==> src/rtl/touch_key_ctrl.sv <==
// Touch keyboard front end: per-channel debounce, note priority selection,
// function-key edge pulses, mode cycling and saturating octave transpose.
module touch_key_ctrl #(
  parameter int NUM_KEYS    = 13,
  parameter int NUM_FUNC    = 3,
  parameter int DEB_SAMPLES = 3,
  parameter int NUM_MODES   = 2,
  parameter int PRIO_RECENT = 0,
  localparam int TW  = $clog2(NUM_KEYS + 1),
  localparam int NCH = NUM_KEYS + NUM_FUNC
) (
  input  logic                clk_in,
  input  logic                rst_n_in,
  input  logic [NCH-1:0]      sensor_in,
  input  logic                sample_valid,
  output logic [TW-1:0]       tone_idx,
  output logic                tone_en,
  output logic [NUM_KEYS-1:0] key_state,
  output logic [NUM_FUNC-1:0] func_pulse,
  output logic [1:0]          mode,
  output logic [2:0]          transpose
);

  localparam logic [3:0] DEB_LIM = 4'(DEB_SAMPLES);

  logic [NCH-1:0]      deb_q, deb_d, deb_prev_q;
  logic [3:0]          cnt_q [NCH];
  logic [3:0]          cnt_d [NCH];
  logic [TW-1:0]       last_key_q, last_key_d;
  logic [TW-1:0]       tone_q, tone_d;
  logic                tone_en_q;
  logic [NUM_FUNC-1:0] func_q;
  logic [1:0]          mode_q, mode_d;
  logic signed [2:0]   tr_q, tr_d;

  logic [NCH-1:0]      rise;
  logic [NUM_KEYS-1:0] notes, note_rise;
  logic [NUM_FUNC-1:0] func_rise;
  logic                last_held;

  // 1-based index of the lowest set bit, 0 when the vector is empty
  function automatic logic [TW-1:0] lowest_tone(input logic [NUM_KEYS-1:0] v);
    logic [TW-1:0] r;
    r = '0;
    for (int i = NUM_KEYS - 1; i >= 0; i--) begin
      if (v[i]) r = TW'(i + 1);
    end
    return r;
  endfunction

  function automatic logic signed [2:0] sat_step(input logic signed [2:0] t,
                                                 input logic up, input logic dn);
    logic signed [2:0] r;
    r = t;
    if (up && !dn && t != 3'sd3)  r = t + 3'sd1;
    if (dn && !up && t != -3'sd3) r = t - 3'sd1;
    return r;
  endfunction

  function automatic logic [1:0] mode_next(input logic [1:0] m);
    logic [1:0] r;
    if (m == 2'(NUM_MODES - 1)) r = 2'd0;
    else                        r = m + 2'd1;
    return r;
  endfunction

  // Debounce: count consecutive disagreeing frames, flip on reaching the limit
  always_comb begin
    deb_d = deb_q;
    for (int c = 0; c < NCH; c++) begin
      cnt_d[c] = cnt_q[c];
      if (sample_valid) begin
        if (sensor_in[c] == deb_q[c]) begin
          cnt_d[c] = 4'd0;
        end else if (cnt_q[c] + 4'd1 == DEB_LIM) begin
          deb_d[c] = ~deb_q[c];
          cnt_d[c] = 4'd0;
        end else begin
          cnt_d[c] = cnt_q[c] + 4'd1;
        end
      end
    end
  end

  assign rise      = deb_q & ~deb_prev_q;
  assign notes     = deb_q[NUM_KEYS-1:0];
  assign note_rise = rise[NUM_KEYS-1:0];
  assign func_rise = rise[NCH-1:NUM_KEYS];

  always_comb begin
    last_held = 1'b0;
    for (int i = 0; i < NUM_KEYS; i++) begin
      if (last_key_q == TW'(i)) last_held = notes[i];
    end
  end

  // Winner selection; last_key is only tracked in most-recent mode
  always_comb begin
    last_key_d = last_key_q;
    if (PRIO_RECENT == 0) begin
      tone_d = lowest_tone(notes);
    end else begin
      if (|note_rise)
        last_key_d = lowest_tone(note_rise) - TW'(1);
      else if (!last_held && |notes)
        last_key_d = lowest_tone(notes) - TW'(1);
      tone_d = (|notes) ? last_key_d + TW'(1) : '0;
    end
  end

  // Transpose sees the mode in force before any same-cycle mode pulse
  always_comb begin
    mode_d = func_rise[2] ? mode_next(mode_q) : mode_q;
    tr_d   = (mode_q == 2'd0) ? sat_step(tr_q, func_rise[1], func_rise[0]) : tr_q;
  end

  always_ff @(posedge clk_in or negedge rst_n_in) begin
    if (!rst_n_in) begin
      deb_q      <= '0;
      deb_prev_q <= '0;
      for (int c = 0; c < NCH; c++) cnt_q[c] <= 4'd0;
      last_key_q <= '0;
      tone_q     <= '0;
      tone_en_q  <= 1'b0;
      func_q     <= '0;
      mode_q     <= 2'd0;
      tr_q       <= 3'sd0;
    end else begin
      deb_q      <= deb_d;
      deb_prev_q <= deb_q;
      for (int c = 0; c < NCH; c++) cnt_q[c] <= cnt_d[c];
      last_key_q <= last_key_d;
      tone_q     <= tone_d;
      tone_en_q  <= (tone_d != '0);
      func_q     <= func_rise;
      mode_q     <= mode_d;
      tr_q       <= tr_d;
    end
  end

  assign key_state  = notes;
  assign tone_idx   = tone_q;
  assign tone_en    = tone_en_q;
  assign func_pulse = func_q;
  assign mode       = mode_q;
  assign transpose  = tr_q;

endmodule

==> config.mk <==
export PLATFORM = sky130hd
export DESIGN_NAME = touch_key_ctrl
export DESIGN_NICKNAME = d
export VERILOG_FILES = /design/src/rtl/touch_key_ctrl.sv
export SDC_FILE = /design/constraint.sdc
export NUM_CORES = 1
export LEC_CHECK = 0
export ABC_AREA = 1
export BUFFER_PORTS_ARGS = -buffer_cell sky130_fd_sc_hd__buf_4
export CAP_MARGIN = 25
export CORE_ASPECT_RATIO = 1.5
export CORE_MARGIN = 2
export CORE_UTILIZATION = 55
export DETAILED_ROUTE_END_ITERATION = 16
export PLACE_DENSITY = 0.75
export SLEW_MARGIN = 0
export SYNTH_ARGS = -nofsm -noshare
export SYNTH_HDL_FRONTEND = slang
export SYNTH_SLANG_ARGS = --single-unit
==> constraint.sdc <==
create_clock -name clk_in -period 3.05 [get_ports clk_in]
set_clock_uncertainty 0.1 [all_clocks]
set_input_delay 0.7625 -clock clk_in [delete_from_list [all_inputs] [get_ports clk_in]]
set_output_delay 0.7625 -clock clk_in [all_outputs]
set_load 0.005 [all_outputs]
==> results of run 1 <==
cell usage in the layout, fill, tap and decap left out, types with 14 or more instances in the layout:
cell,instances
xnor2_1,14
buf_4,47
nor2_1,21
ha_1,32
nand2_1,117
dfrtp_1,96
xor2_1,41
inv_1,41
nand3_1,48
o21ai_0,71
synth_stat cells, types with 2 or more instances:
master    number
o21ai_0       71
clkbuf_1       4
inv_2          4
xnor2_1       14
nand2_1      117
xor2_1        41
o31ai_1        3
buf_4         13
a31oi_1        2
o22ai_1        3
dfrtp_1       96
nand3_1       48
buf_2          7
ha_1          32
nor4_1         2
inv_1         41
nor2_1        21
registers in the layout, summed over array words and instances (netlist names):
name	flops
transpose	3
mode	2
deb_q	16
cnt_q	64
tone_en	1
deb_prev_q	3
tone_idx	4
func_pulse	3
stage by stage:
| step | utilization, % | cells |
|---|---|---|
| 6_report | 63.84 | 681 |
| 5_1_grt | 63.84 | 681 |
| 4_1_cts | 63.84 | 681 |
| 3_5_place_dp | 60.36 | 665 |
| 3_3_place_gp | 60.36 | 665 |
| 2_1_floorplan | - | 531 |
metal layers:
layer  GRT usage (%)  share of wire (%)
met1           24.48                 40
met2           35.90                 53
met3           2.481                3.6
met4           10.91                3.0
met5               0                  0
power by group through the flow:
stage	clock network [W]	registers [W]	logic (W)
6_report	0.00112	0.00217	0.00163
5_1_grt	0.00118	0.00225	0.00187
4_1_cts	0.00113	0.00217	0.00166
3_5_place_dp	0	0.00219	0.00164
3_3_place_gp	0	0.00217	0.00155
2_1_floorplan	0	0.00209	0.00120
final timing paths:
path                                       endpoint  slack [ns]
min in group asynchronous     deb_q[15]$_DFFE_PN0P_        0.36
max                                   key_state[12]        1.20
max reg2reg                transpose[2]$_DFFE_PN0P_        1.23
max in group asynchronous      deb_q[6]$_DFFE_PN0P_        1.81
min                        deb_prev_q[15]$_DFF_PN0_        0.33
min reg2reg                deb_prev_q[15]$_DFF_PN0_        0.33
kinds of logic after synthesis:
family,share of synthesized area [%]
flops,49.00
xor+xnor,10.16
buf+inv,6.457
compound gates,8.882
fa+ha+maj,8.576
simple gates,16.92
cell type report:
| class | count | area share (%) |
|---|---|---|
| multi-input cells | 366 | 39.20 |
| clock buffers | 14 | 5.280 |
| well taps | 110 | 2.471 |
| flip-flops and latches | 96 | 43.14 |
| inverters | 45 | 3.033 |
| repair buffers | 48 | 6.695 |
| clock inverters | 2 | 0.1797 |
==> impl_metrics.py, run 1 <==
metrics = {
    "clocking": {
        "root_buffer": "clkbuf_16",
        "cts_buffer_depth": 2,
        "insertion_delay_ns": 0.34,
        "clk_pin_slew_ns": 0.06,
        "cts_sinks": 96,
        "postCtsResizedCells": 0,
        "htreeDepth": 3,
        "numCtsBuffers": 9,
        "cts_tree": "done",
        "post_cts_buffers": 0,
        "cts_hold_buf": 0,
    },
    "synth": {
        "ys_seq_area_share_pct": 49.00,
        "synth_seq_cells": 96,
        "yosys-top-cells-area": "dfrtp_1 49%, nand2_1 9.0%, ha_1 8.2%",
        "syn_area_mm2": 0.004902,
        "ys_warn_count": 0,
        "yosys.area.top_type_share_pct": 49.00,
        "syn_nets": 583,
        "syn-mean-instance-area_um2": 9.232,
        "yosys.area.top_type": "dfrtp_1",
        "synth_edf_count": 0,
        "synth_top_flop_cell": "dfrtp_1",
        "netlist_instances": 531,
        "synth_cell_types": 29,
        "async_flop_share_pct": 100.0,
    },
    "power": {
        "switching_share_pct": 36.92,
        "clock_power_share_pct": 22.8,
        "p_seq_share_pct": 44.1,
        "power.total_w": 0.004921,
        "power.density_mw_per_mm2": 883.7,
        "combPwrFrac_pct": 33.1,
        "p_sw_w": 0.001817,
        "p_int_w": 0.003104,
        "power.leakage_nw": 2.677,
        "peakVddDrop_mv": 0.4709,
    },
    "sta": {
        "rsz0062_at_grt": "no",
        "postLayoutSetupSlackWorst_ns": 1.198,
        "setup_viol": 0,
        "finalSetupTns_ns": 0,
        "hold_viol": 0,
        "tightest_slew_ns": 0.6830,
        "whs_ns": 0.3265,
        "period_needed_ns": 1.852,
        "maxSlewHeadroom_pct": 54.47,
        "period_share_pct": 60.73,
        "slew_violations": 0,
        "max_freq_mhz": 539.9,
    },
    "route": {
        "post_drt_wl_per_cell_um": 13.38,
        "drt-initial-drc-count": 184,
        "drtPass1Iterations": 6,
        "vias_per_cell": 5.263,
        "num_vias": 3584,
        "drc": 0,
        "antenna_left": 0,
        "wirelength_mm": 9.115,
    },
    "worst_setup_path": {
        "path_class": "flip-flop to output pin",
        "reg2reg_depth": 9,
        "crit_family": "flip-flops",
        "crit_buf_inv": 1,
        "critPathRequiredTime_ns": 2.19,
        "path_cells": "buf_4",
        "slowest_delay_ns": 0.49,
        "critPathCaptureType": "output pin",
        "startpoint": "deb_q[12]$_DFFE_PN0P_",
        "r2r_start": "deb_q[13]$_DFFE_PN0P_",
        "crit_arrival_ns": 0.99,
        "path_max_fanout": 6,
        "cp.depth": 1,
        "critPathSlowestCell": "dfrtp_1",
        "start_kind": "flip-flop",
    },
    "global_routing": {
        "antenna_found_initial": 0,
        "grt_use_total_pct": 20.68,
        "gr-total-overflow": 0,
        "grt_pass1_vias": 3554,
        "grt_max_degree": 54,
        "grt_pass1_wl_mm": 15.61,
    },
    "cells_and_area": {
        "drive_above_1_share_pct": 13.13,
        "design.final.nets": 618,
        "fillers": 709,
        "antennaDiodeCount": 0,
        "syn_to_final_growth_pct": 13.60,
        "final_cell_area_mm2": 0.005569,
        "multi_input_area_mm2": 0.002183,
        "regArea_mm2": 0.002402,
    },
    "hold_path": {
        "hold_start": "deb_q[15]$_DFFE_PN0P_",
        "hold_depth": 0,
        "hold_class": "flip-flop to flip-flop",
    },
    "floorplan": {
        "core_mm2": 0.008723,
        "io_pins": 45,
        "chipHeight_um": 119.6,
        "dieWidth_um": 81.09,
        "die-area_mm2": 0.009700,
        "row_count": 42,
        "initial_utilization_pct": 56.20,
    },
    "place": {
        "placed_cell_area_mm2": 0.005265,
        "port_buffers": 44,
        "gp_congestion": 0.7821,
        "place_ws_ns": 1.165,
        "dp_hpwl_mm": 6.519,
    },
    "job": {
        "drv_cap": 0,
    },
    "outcome": {
        "outcome": "completed",
    },
}
(Power assumes the default switching activity.)
==> inputs of run 2 (changes only) <==
Settings changed: ABC_AREA 1 to 0, PLACE_DENSITY 0.75 to 0.74.
Clock period 3.05 ns to 1.8 ns, I/O delays scaled along.
==> run 2 against run 1 <==
Routed wire length increased by 17%. Sequential cell count unchanged. Power is 98% higher. Count of clock-buffer cells in the layout down 1. Register-to-register slack lost 1.2 ns. Setup slack got worse by 1.1 ns.
==> impl_metrics.py, run 2 <==
metrics = {
    "cells_and_area": {
        "top_register": "cnt_q",
        "layout_common_cells": "94 x dfrtp_1, 60 x buf_4, 53 x nand2_1",
        "design.final.nets": 679,
        "largest_reg_flops": 64,
        "syn_to_final_growth_pct": 15.23,
        "final_common_cell": "dfrtp_1",
        "drive_above_1_share_pct": 19.46,
        "antennaDiodeCount": 0,
    },
    "route": {
        "antenna_left": 0,
        "num_vias": 4306,
        "drtPass1Iterations": 4,
        "vias_per_cell": 5.749,
        "drc": 0,
        "drt-initial-drc-count": 157,
        "post_drt_wl_per_cell_um": 14.21,
        "wirelength_mm": 10.64,
    },
    "sta": {
        "rsz0062_at_grt": "yes",
        "period_share_pct": 97.30,
        "period_needed_ns": 1.751,
        "hold_viol": 0,
        "slew_violations": 0,
        "maxSlewHeadroom_pct": 67.97,
        "setup_viol": 0,
        "whs_ns": 0.2528,
        "tightest_slew_ns": 0.4760,
        "finalSetupTns_ns": 0,
        "max_freq_mhz": 571.0,
    },
    "synth": {
        "syn-mean-instance-area_um2": 9.691,
        "ys_warn_count": 0,
        "yosys.area.top_type": "dfrtp_1",
        "synth_top_flop_cell": "dfrtp_1",
        "ys_seq_area_share_pct": 42.89,
        "async_flop_share_pct": 100.0,
        "yosys-top-cells-area": "dfrtp_1 43%, ha_1 7.1%, mux2_2 5.6%",
        "yosysMostFrequentCell": "dfrtp_1",
        "synth_cell_types": 40,
        "netlist_instances": 578,
        "syn_nets": 630,
        "ys_top_cells_by_count": "96 x dfrtp_1, 53 x nand2_1, 49 x nor3_1",
        "synth_seq_cells": 96,
        "synth_edf_count": 0,
        "syn_area_mm2": 0.005602,
        "yosys.area.top_type_share_pct": 42.89,
    },
    "floorplan": {
        "io_pins": 45,
        "chipHeight_um": 127.6,
        "core_mm2": 0.01002,
        "initial_utilization_pct": 55.89,
        "die-area_mm2": 0.01102,
        "row_count": 45,
        "dieWidth_um": 86.40,
    },
    "hold_path": {
        "hold_class": "input port to flip-flop",
        "hold_start": "sensor_in[7]",
        "hold_depth": 2,
        "hold_path_end": "deb_q[7]$_DFFE_PN0P_",
    },
    "clocking": {
        "cts_tree": "done",
        "root_buffer": "clkbuf_16",
        "cts_sinks": 96,
        "clk_pin_slew_ns": 0.06,
        "numCtsBuffers": 9,
        "htreeDepth": 3,
        "insertion_delay_ns": 0.34,
        "cts_buffer_depth": 2,
    },
    "worst_setup_path": {
        "r2r_start": "deb_q[14]$_DFFE_PN0P_",
        "reg2reg_depth": 6,
        "r2r-end": "transpose[2]$_DFFE_PN0P_",
        "path_class": "flip-flop to flip-flop",
        "start_kind": "flip-flop",
        "critPathCaptureType": "flip-flop",
        "timing.reg2reg.setup_slack_ns": 0.05,
        "critPathRequiredTime_ns": 1.92,
        "crit_arrival_ns": 1.87,
        "path_max_fanout": 2,
    },
    "power": {
        "peakVddDrop_mv": 0.7560,
        "p_seq_share_pct": 41.3,
        "clock_power_share_pct": 19.7,
        "p_int_w": 0.006195,
        "power.leakage_nw": 2.831,
        "p_sw_w": 0.003542,
        "switching_share_pct": 36.37,
        "combPwrFrac_pct": 39.0,
        "power.density_mw_per_mm2": 1508,
    },
    "global_routing": {
        "grt_pass1_wl_mm": 17.67,
        "antenna_found_initial": 0,
        "grt_pass1_vias": 4095,
        "grt_max_degree": 50,
        "grt_use_total_pct": 19.77,
        "gr-total-overflow": 0,
    },
    "place": {
        "port_buffers": 44,
        "dp_hpwl_mm": 7.747,
        "gp_congestion": 0.7978,
    },
    "job": {
        "drv_cap": 0,
    },
    "outcome": {
        "outcome": "completed",
    },
}
[run 2: changes by cell type in the layout (fill, tap and decap cells not counted), sizes merged, moves of 14 or more]
cell	delta
a21oi	+14
nand2b	+18
xor2	-38
a21boi	+18
nand2	-64
nand3	-27
buf	+16
o21a	+16
o21ai	-26
and3b	+16
o22ai	+15
mux2	+28
nor2	-18
nor3	+48
[run 2: timing repair]
item                                    in CTS  in global routing
hold buffers                                 1                  0
setup buffers                                0                  6
gates resized for setup                      0                 12
endpoints found under the setup margin       0                  7
endpoints found under the hold margin       25                  0
[run 2: worst max path at each step]
stage / from / to / slack [ns] / cells past startpoint
after floorplan: deb_q[14]$_DFFE_PN0P_ / transpose[2]$_DFFE_PN0P_ / 0.03 / 6
after global placement: deb_q[14]$_DFFE_PN0P_ / transpose[2]$_DFFE_PN0P_ / 0.05 / 6
after detailed placement: deb_prev_q[13]$_DFF_PN0_ / transpose[2]$_DFFE_PN0P_ / 0.02 / 6
after CTS: deb_q[14]$_DFFE_PN0P_ / transpose[2]$_DFFE_PN0P_ / 0.01 / 6
after global routing: deb_q[14]$_DFFE_PN0P_ / transpose[2]$_DFFE_PN0P_ / -0.03 / 6
final: deb_q[14]$_DFFE_PN0P_ / transpose[2]$_DFFE_PN0P_ / 0.05 / 6
[run 2: cells by family after synthesis]
kind of cell	synth area share, %
flops	42.89
fa+ha+maj	7.505
buf+inv	5.361
mux	6.165
simple gates	20.84
xor+xnor	3.909
compound gates	13.34
[run 2: cell type report]
type / instances / area (µm²)
Multi-Input combinational cell: 418 / 2924
Tap cell: 117 / 146.4
Clock buffer: 13 / 260.3
Inverter: 37 / 138.9
Fill cell: 822 / 3567
Sequential cell: 96 / 2405
Clock inverter: 3 / 40.04
Timing Repair Buffer: 65 / 540.5
[run 2: metal layers]
metal  wire length (µm)  GRT usage [%]  vias to the layer above  part of all wire, %
li1                   -              -                     2123                    -
met1               4309          22.03                     2113                   40
met2               5785          36.43                       58                   54
met3                275          3.295                       12                  2.6
met4                272          8.272                        0                  2.6
met5                  0              0                        -                    0
[run 2: stage by stage]
stage	instance area (µm²)	worst slack [ns]	cells	utilization [%]	power, W
finish	6455	0.04860	749	64.41	0.009737
global route	6455	-0.02726	749	64.41	0.01051
CTS	6382	0.01219	743	63.68	0.009733
detailed placement	6072	0.02148	726	60.59	0.007760
global placement	6072	0.04694	726	60.59	0.007519
floorplan	5602	0.02901	578	-	0.006575
[run 2: critical path, stage by stage (launching register included)]
cell,delay [ns]
dfrtp_1,0.37
and2b_2,0.20
nand3b_1,0.20
fa_2,0.36
xor2_1,0.19
nand2_2,0.08
xnor2_1,0.14
[run 2: power by group through the flow]
stage	Sequential, W	Combinational [W]	Clock (W)
floorplan	0.00379	0.00279	0
global placement	0.00396	0.00355	0
detailed placement	0.00405	0.00371	0
CTS	0.00401	0.00373	0.00199
global route	0.00418	0.00427	0.00206
finish	0.00402	0.00379	0.00192
